**src/rtl/grad_seq_ctrl.sv**
```systemverilog
// Gradient playback sequencer: runs repeat_i+1 passes of length_i words from start_offset_i.
// Optional stall watchdog enabled by defining GRAD_SEQ_WATCHDOG_EN.
module grad_seq_ctrl #(
    parameter int unsigned LOAD_CYCLES = 2,
    parameter logic [19:0] WDOG_CYCLES = 20'hFFFFF
) (
    input  logic        S_AXI_ACLK,
    input  logic        S_AXI_ARESETN,
    input  logic        trig_i,
    input  logic        abort_i,
    input  logic [15:0] start_offset_i,
    input  logic [15:0] length_i,
    input  logic [7:0]  repeat_i,
    input  logic        word_strobe_i,
    input  logic        data_lost_i,
    output logic [15:0] offset_o,
    output logic        data_enb_o,
    output logic        busy_o,
    output logic        done_o,
    output logic [15:0] word_cnt_o,
    output logic [7:0]  pass_cnt_o,
    output logic [3:0]  status_o,
    output logic [1:0]  state_dbg
);

    typedef enum logic [1:0] {
        IDLE = 2'd0,
        LOAD = 2'd1,
        RUN  = 2'd2,
        DONE = 2'd3
    } state_e;

    localparam logic [15:0] LOAD_LAST = 16'(LOAD_CYCLES - 1);

    state_e      state;
    logic [15:0] len_q;
    logic [7:0]  rep_q;
    logic [15:0] load_cnt;
    logic [2:0]  flags;        // {abort, len_err, data_lost}
    logic        timeout_flag;
    logic        end_of_pass;

    assign end_of_pass = (word_cnt_o == len_q - 16'd1);
    assign status_o    = {timeout_flag, flags};
    assign state_dbg   = state;

`ifdef GRAD_SEQ_WATCHDOG_EN
    logic [19:0] wdog_cnt;
    logic        wdog_hit;
    assign wdog_hit = (wdog_cnt == WDOG_CYCLES - 20'd1);
`else
    assign timeout_flag = 1'b0;
`endif

    always_ff @(posedge S_AXI_ACLK or negedge S_AXI_ARESETN) begin
        if (!S_AXI_ARESETN) begin
            state      <= IDLE;
            len_q      <= '0;
            rep_q      <= '0;
            load_cnt   <= '0;
            offset_o   <= '0;
            data_enb_o <= 1'b0;
            busy_o     <= 1'b0;
            done_o     <= 1'b0;
            word_cnt_o <= '0;
            pass_cnt_o <= '0;
            flags      <= '0;
`ifdef GRAD_SEQ_WATCHDOG_EN
            wdog_cnt     <= '0;
            timeout_flag <= 1'b0;
`endif
        end else begin
            done_o <= 1'b0;
            // A clearing trigger below overrides this in the same cycle.
            if (data_lost_i) flags[0] <= 1'b1;

            case (state)
                IDLE: begin
                    if (trig_i) begin
`ifdef GRAD_SEQ_WATCHDOG_EN
                        timeout_flag <= 1'b0;
`endif
                        if (length_i != 16'd0) begin
                            offset_o   <= start_offset_i;
                            len_q      <= length_i;
                            rep_q      <= repeat_i;
                            word_cnt_o <= '0;
                            pass_cnt_o <= '0;
                            flags      <= '0;
                            load_cnt   <= '0;
                            busy_o     <= 1'b1;
                            state      <= LOAD;
                        end else begin
                            flags  <= 3'b010;
                            done_o <= 1'b1;
                        end
                    end
                end

                LOAD: begin
                    if (abort_i) begin
                        flags[2]   <= 1'b1;
                        done_o     <= 1'b1;
                        data_enb_o <= 1'b0;
                        state      <= DONE;
                    end else if (load_cnt == LOAD_LAST) begin
                        data_enb_o <= 1'b1;
                        state      <= RUN;
`ifdef GRAD_SEQ_WATCHDOG_EN
                        wdog_cnt   <= '0;
`endif
                    end else begin
                        load_cnt <= load_cnt + 16'd1;
                    end
                end

                RUN: begin
                    if (abort_i) begin
                        flags[2]   <= 1'b1;
                        done_o     <= 1'b1;
                        data_enb_o <= 1'b0;
                        state      <= DONE;
                    end else if (word_strobe_i) begin
`ifdef GRAD_SEQ_WATCHDOG_EN
                        wdog_cnt <= '0;
`endif
                        if (end_of_pass) begin
                            // Saturate so repeat=255 ends with 255 rather than wrapping to 0.
                            if (pass_cnt_o != 8'hFF) pass_cnt_o <= pass_cnt_o + 8'd1;
                            if (pass_cnt_o == rep_q) begin
                                word_cnt_o <= word_cnt_o + 16'd1;
                                done_o     <= 1'b1;
                                data_enb_o <= 1'b0;
                                state      <= DONE;
                            end else begin
                                word_cnt_o <= '0;
                                load_cnt   <= '0;
                                data_enb_o <= 1'b0;
                                state      <= LOAD;
                            end
                        end else begin
                            word_cnt_o <= word_cnt_o + 16'd1;
                        end
                    end
`ifdef GRAD_SEQ_WATCHDOG_EN
                    else if (wdog_hit) begin
                        timeout_flag <= 1'b1;
                        done_o       <= 1'b1;
                        data_enb_o   <= 1'b0;
                        state        <= DONE;
                    end else begin
                        wdog_cnt <= wdog_cnt + 20'd1;
                    end
`endif
                end

                DONE: begin
                    busy_o <= 1'b0;
                    state  <= IDLE;
                end

                default: state <= IDLE;
            endcase
        end
    end

endmodule

```
**config.mk**
```make
export PLATFORM = sky130hd
export DESIGN_NAME = grad_seq_ctrl
export DESIGN_NICKNAME = d
export VERILOG_FILES = /design/src/rtl/grad_seq_ctrl.sv
export SDC_FILE = /design/constraint.sdc
export NUM_CORES = 1
export LEC_CHECK = 0
export ABC_CLOCK_PERIOD_IN_PS = 5050
export BUFFER_PORTS_ARGS = -buffer_cell sky130_fd_sc_hd__clkbuf_2
export CAP_MARGIN = 10
export CORE_MARGIN = 8
export CORE_UTILIZATION = 30
export DETAILED_ROUTE_END_ITERATION = 8
export PLACE_DENSITY = 0.47
export SETUP_SLACK_MARGIN = 0.05
export SLEW_MARGIN = 20
export SYNTH_ARGS = -nofsm -noshare
export SYNTH_HDL_FRONTEND = slang
export SYNTH_SLANG_ARGS = --single-unit
export TNS_END_PERCENT = 10
```
**constraint.sdc**
```tcl
create_clock -name S_AXI_ACLK -period 5.05 [get_ports S_AXI_ACLK]
set_clock_uncertainty 0.05 [all_clocks]
set_input_delay 1.01 -clock S_AXI_ACLK [delete_from_list [all_inputs] [get_ports S_AXI_ACLK]]
set_output_delay 1.01 -clock S_AXI_ACLK [all_outputs]
set_load 0.02 [all_outputs]
```
* Yosys cells after proc, flatten, opt, wreduce, memory -nomap -nowiden
Index checks and enable logic that the tools add are counted.
** Word-level totals
- Register bits :: 88
- Bits in latches :: 0
- RAM bits :: 0
- Bits in read-only memories :: 0
- Bits of input ports :: 46
- Output and inout port bits :: 49
- Logic and storage cells :: 107
- Memories kept :: 0
** Cells by class
- Add/subtract/negate cells :: 4
- Multiply operators :: 0
- Div/mod/pow operators :: 0
- $lt $le $gt $ge :: 0
- Equal/unequal tests :: 20
- Shift operators :: 0
- Multiplexer cells :: 53
- Bitwise operators :: 0
- Reduce and logical (&&, ||, !) cells :: 17
** Operator list (number)
- two-way mux 16 bit :: 12
- two-way mux 8 bit :: 6
- one-hot mux 16 bit (3 select lines) :: 1
- adder 16 x 1 -> 16 bit (second input constant) :: 2
- one-hot mux 16 bit (2 select lines) :: 1
- two-way mux 2 bit :: 9
- != test 2 bit (second input constant) :: 9
- two-way mux 1 bit :: 17
- equality test 16 x 1 -> 1 bit (second input constant) :: 1
- equality test 16 bit :: 1
- one-hot mux 8 bit (2 select lines) :: 1
- nonzero test 16 bit :: 1
- subtractor 16 x 1 -> 16 bit (second input constant) :: 1
- AND reduction 5 bit :: 2
- != test 3 bit (second input constant) :: 3
- AND reduction 3 bit :: 3
- AND reduction 9 bit :: 1
- adder 8 x 1 -> 8 bit (second input constant) :: 1
- equality test 8 bit :: 1
- != test 8 bit (second input constant) :: 1
- one-hot mux 2 bit (4 select lines) :: 1
- nonzero test 2 bit :: 4
- AND reduction 7 bit :: 1
- one-hot mux 1 bit (2 select lines) :: 3
- other kinds (10) :: 11

* Longest topological paths before layout
- Depth in word-level cells :: 6
- Mapped depth :: 13
- Gate-level depth less buffers :: 10

* Worst setup path after synthesis
Ideal clock, no wire load.
- Kind :: reg2reg
- Start point :: reg len_q[0]
- End point :: reg pass_cnt_o[4]
- Library setup time :: 0.069 ns
- Arrival time :: 2.894 ns
- Required time :: 4.931 ns
- Path slack :: 2.037 ns
- Stages on the path, launching flop included :: 12
- Buffers on the path :: 1
- Clock period less this slack :: 3.013 ns
- Cells stage by stage :: dfrtp_1 inv_1 ha_1 or4b_1 clkbuf_1 nor4_1 xnor2_1 o41ai_2 nor4_4 nand3_2 or4_1 nand3_1
** On the way
- Cells in the longest elaborated chain, start to end :: 4
** RTL lines
- from (decl) :: RTL line 36 : logic [15:0] len_q;
- from (signal assigned) :: RTL line 85 : len_q <= length_i;
- subtractor 16 x 1 -> 16 bit :: RTL line 43 : assign end_of_pass = (word_cnt_o == len_q - 16'd1);
- equality test 16 bit :: RTL line 43
- != test 2 bit (no source line)
- AND reduction 7 bit (no source line)
- to (signal assigned) :: RTL line 129 : if (pass_cnt_o != 8'hFF) pass_cnt_o <= pass_cnt_o + 8'd1;
- to (decl) :: RTL line 21 : output logic [7:0] pass_cnt_o,
No other way between the ends.
A chain may end at the register's enable or synchronous reset.

* Final worst setup path
- Start point :: reg len_q[0]
- End point :: reg load_cnt[15]
** On the way
- Cells in the longest elaborated chain, start to end :: 4
** RTL lines
- subtractor 16 x 1 -> 16 bit :: RTL line 43
- equality test 16 bit :: RTL line 43
- != test 2 bit (no source line)
- AND reduction 9 bit (no source line)
- to (signal assigned) :: RTL line 113 : load_cnt <= load_cnt + 16'd1;
- to (decl) :: RTL line 38 : logic [15:0] load_cnt;
No other way between the ends.

==> summary.txt <==
Outcome
  • Status: finished clean

Drt
  • # DRC: 0
  • Routed length per instance: 16.6 µm
  • ANT nets after route: 0
  • Via-per-instance ratio: 5.06
  • Via Count: 4075
  • Drt pass-1 iters: 6
  • Initial DRC count: 205
  • Final WL: 13400 µm

Global routing
  • First-pass GRT wire length: 22600 µm
  • GRT busiest layer: met2
  • Pin count of the biggest net entering global routing: 50
  • Number of global-route vias before repair: 4369
  • GRT Util Overall: 13.1%
  • GR Util met2: 21.1%
  • Total grt overflow: 0
  • Met3 usage: 4.20%
  • Met1 usage: 16.2%
  • Antenna violations before repair: 0

Pwr
  • Cell Pwr Density: 581 nW/µm²
  • Peak supply drop: 207 µV
  • Clock network fraction of total power: 21.7%
  • Net Sw Power: 1.43 mW
  • Comb power frac: 41.9%
  • Sequential share of power: 36.4%
  • Switching share of power: 40.9%
  • P_leak: 2.59 nW
  • Internal power: 2.07 mW

Clock tree
  • Clk Latency, worst-skew pair: 350 ps
  • CTS max path bufs: 2
  • Htree depth: 3
  • Total CTS buffers: 9
  • Clock sink count: 88
  • Worst-path clk slew: 60 ps
  • CTS tree: yes
  • Number of gates resized after CTS: 0
  • Post-CTS setup buffers: 0
  • Clk root buf: clkbuf_16
  • Post-CTS Hold Buffers: 0

STA
  • Final min period: 3580 ps
  • Max Clk Rate: 279 MHz
  • Setup-failing EPs final: 0
  • Final period util: 70.9%
  • Final setup TNS: 0 ps
  • Worst hold slack: 426 ps
  • Rel. slew slack: 44.6%
  • Unrepaired setup endpoints after global routing: false
  • Fin. Hold Viols: 0
  • PnR worst setup slack: 1470 ps
  • Final Max Slew Viols: 0
  • Slew @ Worst Pin: 828 ps

Floorplanning
  • Row count: 47
  • Initial Utilization: 30.4%
  • Die area: 21000 µm²
  • Core Area: 16400 µm²
  • Die height: 145 µm
  • # IOs: 95
  • Die Wd: 145 µm

Worst setup path
  • Critical path's largest stage delay: 600 ps
  • Largest delay contributor family on the critical path: simple AND/OR/NAND/NOR gates
  • Buf/Inv on CP: 2
  • Critical Path, Cell by Cell: inv_1 > ha_1 > or4b_1 > nor4_1 > xnor2_1 > o41ai_2 > nor3_1 > a31oi_1 > buf_4 > or2_1 > o311ai_1
  • Worst path arrival time: 3770 ps
  • Crit Path Class: reg -> reg
  • CP startpoint kind: flip-flop
  • Worst Path Max Fanout: 22
  • Crit-path slowest cell: or4b_1
  • Worst path required time: 5240 ps
  • Crit. End Element: flip-flop

Layout
  • Storage cell area: 2200 µm²
  • Final Cell Area: 6020 µm²
  • Fin util: 36.7%
  • Multi-input gate area: 2630 µm²
  • Share of layout cells above drive strength 1: 28.5%
  • N_diodes: 0
  • Area growth syn-to-layout: 20.7%
  • Final #Nets: 636
  • Fillers: 1685

Synthesis
  • Syn_nets: 551
  • Synthesized area: 4990 µm²
  • Ranking of synthesized cells by area: dfrtp_1 44%, mux2_2 8.4%, xnor2_1 4.9%, nand3_1 3.2%, ha_1 2.5%
  • Number of synthesized flops with an enable pin: 0
  • Yosys warnings: 0
  • Post-synth top area cell: dfrtp_1
  • Top cell type's share of synthesized area: 44.1%
  • Post-Syn Area per Cell: 10.1 µm²
  • Gate Count Post-Synth: 495
  • Post-synth top flop: dfrtp_1
  • #FFs+latches synth: 88
  • Sequential element share of the synthesized area: 44.1%
  • Async S/R FF share, synth: 100%
  • Library cells used by synthesis: 63

Min path
  • HP Class: reg -> reg

Place
  • Area after DPL: 5680 µm²
  • Worst slack, placed: 1470 ps
  • RePlAce Congestion: 0.787
  • IO buf count: 93
  • Detailed Place HPWL: 10000 µm

Run
  • Max cap viols: 0
[metrics by stage]
| step | power (mW) | std cells |
|---|---|---|
| CTS | 3.54 | 805 |
| detailed placement | 2.76 | 789 |
| finish | 3.50 | 805 |
| global placement | 2.72 | 788 |
| global route | 3.77 | 805 |
| floorplan | 2.32 | 495 |
[power by group through the flow]
stage / logic (mW) / registers (mW) / clock network [mW]
global placement: 1.44 / 1.28 / 0
global route: 1.63 / 1.32 / 0.817
finish: 1.47 / 1.27 / 0.761
detailed placement: 1.47 / 1.28 / 0
CTS: 1.48 / 1.28 / 0.789
floorplan: 0.988 / 1.33 / 0
[state kept, by name, indices dropped and copies added, names as in the netlist]
register and count:
busy_o 1, load_cnt 16, word_cnt_o 16, offset_o 16, done_o 1, state_dbg 2
data_enb_o 1, rep_q 8, pass_cnt_o 8, len_q 16, flags 3
[worst paths after layout]
check | startpoint | end | slack [ps] | cells past startpoint
max | len_q[0] | load_cnt[15] | 1470 | 11
min | flags[0] | flags[0] | 430 | 1
max reg2reg | len_q[0] | load_cnt[15] | 1470 | 11
min reg2reg | flags[0] | flags[0] | 430 | 1
max in group asynchronous | S_AXI_ARESETN | load_cnt[0] | 3330 | 2
min in group asynchronous | S_AXI_ARESETN | offset_o[11] | 630 | 1
[Yosys cell counts (5+ instances only)]
library cell  number
a21o_1             6
a21oi_1            7
and3_1             8
clkbuf_1          15
dfrtp_1           88
ha_1              10
inv_1             16
mux2_2            37
nand2_1           33
nand2b_1           6
nand3_1           32
nand3b_1          14
nand4_1           12
nor2_1            30
nor2b_1            5
nor3_1             5
nor4_1            12
o211ai_1          12
o21ai_0           22
or3_1              7
xnor2_1           28
xor2_1            14
[cell families after synthesis]
kind of cell             share of synthesized area [%]
AO/OA/AOI/OAI                                     11.8
XOR/XNOR                                          7.37
adder cells (fa/ha/maj)                           2.51
buffers and inverters                             3.41
flip-flops                                        44.1
multiplexers                                      8.95
other                                           0.0752
AND/OR/NAND/NOR                                   21.7
[worst register-to-register path, stage by stage, from the launching register on]
cell and delay [ps]:
dfrtp_1 420, inv_1 100, ha_1 240, or4b_1 610, nor4_1 330, xnor2_1 180, o41ai_2 160, nor3_1 190
a31oi_1 110, buf_4 230, or2_1 470, o311ai_1 380
[cell usage in the layout (no fill, tap or decap), types with 14 or more instances in the layout]
cell and n:
nand3_1 32, clkbuf_2 92, xnor2_1 28, inv_1 16, nand2_1 33, xor2_1 14, nor2_1 30, dfrtp_1 88
nand3b_1 14, mux2_2 37, o21ai_0 22
[routing by layer]
metal / share of wire (%) / vias up
li1: - / 1968
met4: 1.4 / 0
met5: 0 / -
met3: 6.2 / 15
met2: 47 / 84
met1: 45 / 2008
[layout make-up]
class / instances / share of cell area [%]
multi-input combinational: 368 / 43.7
sequential: 88 / 36.6
timing repair buffer: 97 / 8.60
tap: 220 / 4.57
clock buffer: 10 / 3.80
clock inverter: 6 / 1.79
inverter: 16 / 0.997
No activity file was read; power rests on OpenSTA's default activity.
